File: config.mk
export PLATFORM = sky130hd
export DESIGN_NAME = xtea_core
export DESIGN_NICKNAME = d
export VERILOG_FILES = /design/src/rtl/xtea_pkg.sv /design/src/rtl/xtea_round.sv /design/src/rtl/xtea_core.sv
export SDC_FILE = /design/constraint.sdc
export NUM_CORES = 2
export LEC_CHECK = 0
export CAP_MARGIN = 20
export CORE_MARGIN = 2
export CORE_UTILIZATION = 55
export CTS_CLUSTER_SIZE = 8
export DETAILED_ROUTE_END_ITERATION = 6
export PLACE_DENSITY = 0.75
export SLEW_MARGIN = 40
export SYNTH_ARGS = -nofsm -noshare
export SYNTH_HDL_FRONTEND = slang
export SYNTH_SLANG_ARGS = --single-unit
File: constraint.sdc
create_clock -name clk -period 14.1 [get_ports clk]
set_input_delay 2.82 -clock clk [delete_from_list [all_inputs] [get_ports clk]]
set_output_delay 2.82 -clock clk [all_outputs]
set_load 0.01 [all_outputs]
File: src/rtl/xtea_pkg.sv
// XTEA shared definitions: key-schedule constant, FSM and mode encodings, mixing function.
// Latency: n/a (declarations only).
// Backpressure: n/a.
package xtea_pkg;

   localparam logic [31:0] XTEA_DELTA = 32'h9E3779B9;

   typedef enum logic {
      IDLE = 1'b0,
      RUN  = 1'b1
   } state_t;

   typedef enum logic {
      ENC = 1'b0,
      DEC = 1'b1
   } mode_t;

   // XTEA nonlinear mix: ((v<<4) ^ (v>>5)) + v, logical shifts, mod 2^32.
   function automatic logic [31:0] mix(input logic [31:0] v);
      return ((v << 4) ^ (v >> 5)) + v;
   endfunction

endpackage

File: src/rtl/xtea_round.sv
// One full XTEA cycle (two Feistel half-rounds) for encryption or decryption.
// Latency: purely combinational, zero cycles.
// Backpressure: none; outputs follow inputs.
module xtea_round
   import xtea_pkg::*;
#(
   parameter logic [31:0] DELTA = XTEA_DELTA
) (
   input  logic         mode_i,
   input  logic [31:0]  v0_i,
   input  logic [31:0]  v1_i,
   input  logic [31:0]  sum_i,
   input  logic [127:0] key_i,
   output logic [31:0]  v0_o,
   output logic [31:0]  v1_o,
   output logic [31:0]  sum_o
);

   // Key word k[idx]; key_i is packed {k3, k2, k1, k0}.
   function automatic logic [31:0] key_word(input logic [127:0] k, input logic [1:0] idx);
      return k[{idx, 5'b00000} +: 32];
   endfunction

   // Second half-round always uses the updated sum and the freshly updated word.
   always_comb begin
      v0_o  = v0_i;
      v1_o  = v1_i;
      sum_o = sum_i;
      if (mode_i == ENC) begin
         v0_o  = v0_i + (mix(v1_i) ^ (sum_i + key_word(key_i, sum_i[1:0])));
         sum_o = sum_i + DELTA;
         v1_o  = v1_i + (mix(v0_o) ^ (sum_o + key_word(key_i, sum_o[12:11])));
      end else begin
         v1_o  = v1_i - (mix(v0_i) ^ (sum_i + key_word(key_i, sum_i[12:11])));
         sum_o = sum_i - DELTA;
         v0_o  = v0_i - (mix(v1_o) ^ (sum_o + key_word(key_i, sum_o[1:0])));
      end
   end

endmodule

File: src/rtl/xtea_core.sv
// Iterative XTEA engine: one full cycle per clock, separate enc/dec result registers and flags.
// Latency: start sampled at edge T gives done and result after edge T+NUM_ROUNDS.
// Backpressure: starts are only taken in IDLE; requests while busy are dropped, not queued.
module xtea_core
   import xtea_pkg::*;
#(
   parameter int          NUM_ROUNDS = 32,
   parameter logic [31:0] DELTA      = XTEA_DELTA
) (
   input  logic        clk,
   input  logic        wb_rst_i,
   input  logic        start_enc,
   input  logic        start_dec,
   input  logic [31:0] rega,
   input  logic [31:0] regb,
   input  logic [31:0] key0,
   input  logic [31:0] key1,
   input  logic [31:0] key2,
   input  logic [31:0] key3,
   output logic [31:0] result_ve0,
   output logic [31:0] result_ve1,
   output logic [31:0] result_vd0,
   output logic [31:0] result_vd1,
   output logic        done_enc,
   output logic        done_dec,
   output logic        busy
);

   // Decryption starts from the sum reached after a full encryption.
   localparam logic [63:0] SUM_FULL = 64'(DELTA) * 64'(NUM_ROUNDS);
   localparam logic [31:0] SUM_DEC  = SUM_FULL[31:0];
   localparam logic [6:0]  LAST_CNT = 7'(NUM_ROUNDS - 1);

   state_t       state_q, state_d;
   mode_t        mode_q, mode_d;
   logic [6:0]   cnt_q, cnt_d;
   logic [31:0]  v0_q, v0_d, v1_q, v1_d, sum_q, sum_d;
   logic [127:0] key_q, key_d;
   logic [31:0]  ve0_q, ve0_d, ve1_q, ve1_d, vd0_q, vd0_d, vd1_q, vd1_d;
   logic         done_enc_q, done_enc_d, done_dec_q, done_dec_d;
   logic [31:0]  rnd_v0, rnd_v1, rnd_sum;

   xtea_round #(.DELTA(DELTA)) u_round (
      .mode_i (mode_q),
      .v0_i   (v0_q),
      .v1_i   (v1_q),
      .sum_i  (sum_q),
      .key_i  (key_q),
      .v0_o   (rnd_v0),
      .v1_o   (rnd_v1),
      .sum_o  (rnd_sum)
   );

   // Next-state: latch operands on start, iterate in RUN, commit result on the final cycle.
   always_comb begin
      state_d    = state_q;
      mode_d     = mode_q;
      cnt_d      = cnt_q;
      v0_d       = v0_q;
      v1_d       = v1_q;
      sum_d      = sum_q;
      key_d      = key_q;
      ve0_d      = ve0_q;
      ve1_d      = ve1_q;
      vd0_d      = vd0_q;
      vd1_d      = vd1_q;
      done_enc_d = done_enc_q;
      done_dec_d = done_dec_q;
      case (state_q)
         IDLE: begin
            if (start_enc) begin
               v0_d       = rega;
               v1_d       = regb;
               key_d      = {key3, key2, key1, key0};
               mode_d     = ENC;
               sum_d      = '0;
               cnt_d      = '0;
               done_enc_d = 1'b0;
               state_d    = RUN;
            end else if (start_dec) begin
               v0_d       = rega;
               v1_d       = regb;
               key_d      = {key3, key2, key1, key0};
               mode_d     = DEC;
               sum_d      = SUM_DEC;
               cnt_d      = '0;
               done_dec_d = 1'b0;
               state_d    = RUN;
            end
         end
         RUN: begin
            v0_d  = rnd_v0;
            v1_d  = rnd_v1;
            sum_d = rnd_sum;
            cnt_d = cnt_q + 7'd1;
            if (cnt_q == LAST_CNT) begin
               cnt_d   = '0;
               state_d = IDLE;
               if (mode_q == ENC) begin
                  ve0_d      = rnd_v0;
                  ve1_d      = rnd_v1;
                  done_enc_d = 1'b1;
               end else begin
                  vd0_d      = rnd_v0;
                  vd1_d      = rnd_v1;
                  done_dec_d = 1'b1;
               end
            end
         end
         default: state_d = IDLE;
      endcase
   end

   // State register; reset aborts any run without touching results beyond clearing them.
   always_ff @(posedge clk or posedge wb_rst_i) begin
      if (wb_rst_i) begin
         state_q    <= IDLE;
         mode_q     <= ENC;
         cnt_q      <= '0;
         v0_q       <= '0;
         v1_q       <= '0;
         sum_q      <= '0;
         key_q      <= '0;
         ve0_q      <= '0;
         ve1_q      <= '0;
         vd0_q      <= '0;
         vd1_q      <= '0;
         done_enc_q <= 1'b0;
         done_dec_q <= 1'b0;
      end else begin
         state_q    <= state_d;
         mode_q     <= mode_d;
         cnt_q      <= cnt_d;
         v0_q       <= v0_d;
         v1_q       <= v1_d;
         sum_q      <= sum_d;
         key_q      <= key_d;
         ve0_q      <= ve0_d;
         ve1_q      <= ve1_d;
         vd0_q      <= vd0_d;
         vd1_q      <= vd1_d;
         done_enc_q <= done_enc_d;
         done_dec_q <= done_dec_d;
      end
   end

   assign result_ve0 = ve0_q;
   assign result_ve1 = ve1_q;
   assign result_vd0 = vd0_q;
   assign result_vd1 = vd1_q;
   assign done_enc   = done_enc_q;
   assign done_dec   = done_dec_q;
   assign busy       = (state_q == RUN);

endmodule

==> results.yml <==
outcome:
  run_status: "complete, but fails checks"
  failing_checks: "design-rule violations"
layout:
  syn2layout_area_growth_pct: 15.7
  layout.cells.non_filler: 5458
  diodes: 0
  nets: 5112
  final_design_area_no_fill_um2: 44200
  post_route_cells_drive_above_1_share: 0.109
critical_path:
  crit_path_max_incr_delay_ns: 0.80
  crit_path_start_kind: "flop"
  crit_fanout: 40
  worstSetupEndpointType: "flop"
  slowest_stage: "sky130_fd_sc_hd__dfrtp_4"
  cpMostUsedCell: "sky130_fd_sc_hd__ha_1"
  arr_time_crit_path_ns: 12.23
  worstSetupPathType: "reg -> reg"
  timing.critical_path.required_ns: 14.65
min_path:
  hold_path_class: "reg -> reg"
synth:
  synth.net_count: 4823
  netlist_instances: 4228
  synth-seq-cells: 363
  yosysTopAreaCellShare: 0.237
  number_of_enable_type_register_cells_in_the_synthesized_netlist: 0
  post_synth_num_cell_types: 91
  seq_area_frac_synth: 0.237
  synth_area_per_cell_um2: 9.05
  asyncSetResetFlopFracSynth: 1.00
  yosysWarnings: 0
  ys.flop_type: "sky130_fd_sc_hd__dfrtp_1"
  post-synth-top-count-cell: "sky130_fd_sc_hd__nand2_1"
  synth_cell_count_leaders: "sky130_fd_sc_hd__nand2_1, sky130_fd_sc_hd__xnor2_1, sky130_fd_sc_hd__ha_1, sky130_fd_sc_hd__a21oi_1, sky130_fd_sc_hd__dfrtp_1"
  synth_top_area_cell: "sky130_fd_sc_hd__dfrtp_1"
  post_synth_main_area_contributors: "sky130_fd_sc_hd__dfrtp_1, sky130_fd_sc_hd__ha_1, sky130_fd_sc_hd__xnor2_1, sky130_fd_sc_hd__mux4_2, sky130_fd_sc_hd__mux2_2"
  mappedNetlistArea_um2: 38300
place:
  total_placed_instance_area_um2: 42700
  finalWeightedCongestion: 1.06
  place_inst: 5392
  port_buffers: 326
  dp_worst_setup_slack_ns: 2.50
  dpl.hpwl_um: 115000
cts:
  tritoncts_clock_tree: "yes"
  path_clk_slew_ns: 0.06
  cts_hold_buf: 0
  ctsLongestPathBuffers: 3
  clock_insertion_delay_worst_skew_ns: 0.62
  htree_num_levels: 2
  clkSinkCount: 363
  postCtsSetupBuffers: 0
  cts_root_buffer: "sky130_fd_sc_hd__clkbuf_16"
  postCtsResizedCells: 0
  cts_buffers: 52
timing:
  setup_tns_ns: 0
  grt_setup_unrepaired: "no"
  fin_worst_skew_ns: 0.0228
  worst_pin_slew_ns: 0.883
  final_max_slew_viol_count: 0
  final_hold_viol_count: 0
  final_min_period_over_clock_period: 0.828
  report.final.setup_viol: 0
  worst_slack_ns: 2.42
  slew_headroom: 0.407
  timing.final.crit_period_ns: 11.68
  timing.fmax_ghz: 0.0856
route:
  finalWirelength_um: 145000
  residual_antenna_violating_net_count_after_detailed_routing: 0
  drt_first_iter_violations: 4487
  vias_per_cell: 6.56
  average_detailed_routed_wire_length_per_instance_um: 26.5
  dr.pass1.iters: 7
  detailroute.via_count: 35800
  route.detailed.drc: 1
floorplan:
  die_y_um: 268
  dieArea_um2: 71700
  die-width_um: 268
  start_util: 0.557
  fp-row-count: 96
  core_region_area_um2: 68700
  ioPinCount: 327
job:
  max_cap_violations: 0
global_routing:
  overall_routing_resource_usage: 0.397
  wire_length_of_the_first_global_routing_pass_um: 214000
  grt_pass1_vias: 33900
  pin_count_of_the_biggest_net_entering_global_routing: 94
  gr-total-overflow: 0
  grt_antenna_before_repair: 2
flip-flops by register name (all words and copies together), names as in the netlist:
signal	count
result_ve0	32
result_vd0	32
done_enc	1
mode_q	1
cnt_q	7
busy	1
sum_q	32
v1_q	32
result_vd1	32
v0_q	32
key_q	128
result_ve1	32
done_dec	1
layout make-up:
| class | count | area [µm²] |
|---|---|---|
| Clock inverter | 5 | 82.6 |
| Clock buffer | 59 | 1340 |
| Inverter | 133 | 509 |
| Fill cell | 5837 | 24500 |
| Timing Repair Buffer | 382 | 3750 |
| Tap cell | 931 | 1160 |
| Sequential cell | 363 | 9100 |
| Multi-Input combinational cell | 3585 | 28300 |
cell families after synthesis:
kind of cell / count (synthesis) / synth area share
AO/OA/AOI/OAI: 1213 / 0.202
XOR/XNOR: 629 / 0.145
adder cells (fa/ha/maj): 399 / 0.133
buffers and inverters: 280 / 0.0280
flip-flops: 363 / 0.237
multiplexers: 325 / 0.132
AND/OR/NAND/NOR: 1019 / 0.123
critical path, delay by kind of cell, from the launching register on:
| family | cells | cell delay (ns) |
|---|---|---|
| compound gates | 19 | 4.60 |
| xor+xnor | 4 | 1.10 |
| fa+ha+maj | 5 | 1.80 |
| buf+inv | 1 | 0.07 |
| flops | 1 | 0.80 |
| mux | 1 | 0.32 |
| simple gates | 16 | 2.89 |
metrics by stage:
step,util,hold slack [ns]
floorplan,-,0.464
global placement,0.620,0.460
detailed placement,0.622,0.462
CTS,0.643,0.474
global route,0.644,0.499
finish,0.644,0.469
layer usage:
layer	routed length (µm)	GRT usage
met1	61800	0.582
met2	61300	0.592
met3	16600	0.0779
met4	4910	0.122
met5	40	0
cells in the final DEF (no fill, tap or decap), types with 59 or more instances in the layout:
cell                              instances
sky130_fd_sc_hd__mux4_2                 126
sky130_fd_sc_hd__o21ai_0                273
sky130_fd_sc_hd__dfrtp_1                357
sky130_fd_sc_hd__and3_1                  66
sky130_fd_sc_hd__nand3_1                 61
sky130_fd_sc_hd__nor2_1                 192
sky130_fd_sc_hd__xnor2_1                407
sky130_fd_sc_hd__inv_1                  128
sky130_fd_sc_hd__nand2_1                451
sky130_fd_sc_hd__ha_1                   387
sky130_fd_sc_hd__mux2_2                 167
sky130_fd_sc_hd__o21bai_1                59
sky130_fd_sc_hd__a21o_1                 203
sky130_fd_sc_hd__clkdlybuf4s50_1        326
sky130_fd_sc_hd__a21oi_1                368
sky130_fd_sc_hd__xor2_1                 198
final timing paths:
kind / start / to / slack (ns) / cells past startpoint
setup / recovery: sum_q[1] / result_ve1[31] / 2.42 / 46
hold / removal: result_vd0[11] / result_vd0[11] / 0.47 / 2
setup reg to reg: sum_q[1] / result_ve1[31] / 2.42 / 46
hold reg to reg: result_vd0[11] / result_vd0[11] / 0.47 / 2
max in group asynchronous: wb_rst_i / result_ve1[29] / 9.52 / 5
min in group asynchronous: wb_rst_i / key_q[98] / 2.58 / 2
Power is not shown: default switching activity piles up to over one toggle a cycle in this logic, so the estimate is an artifact.
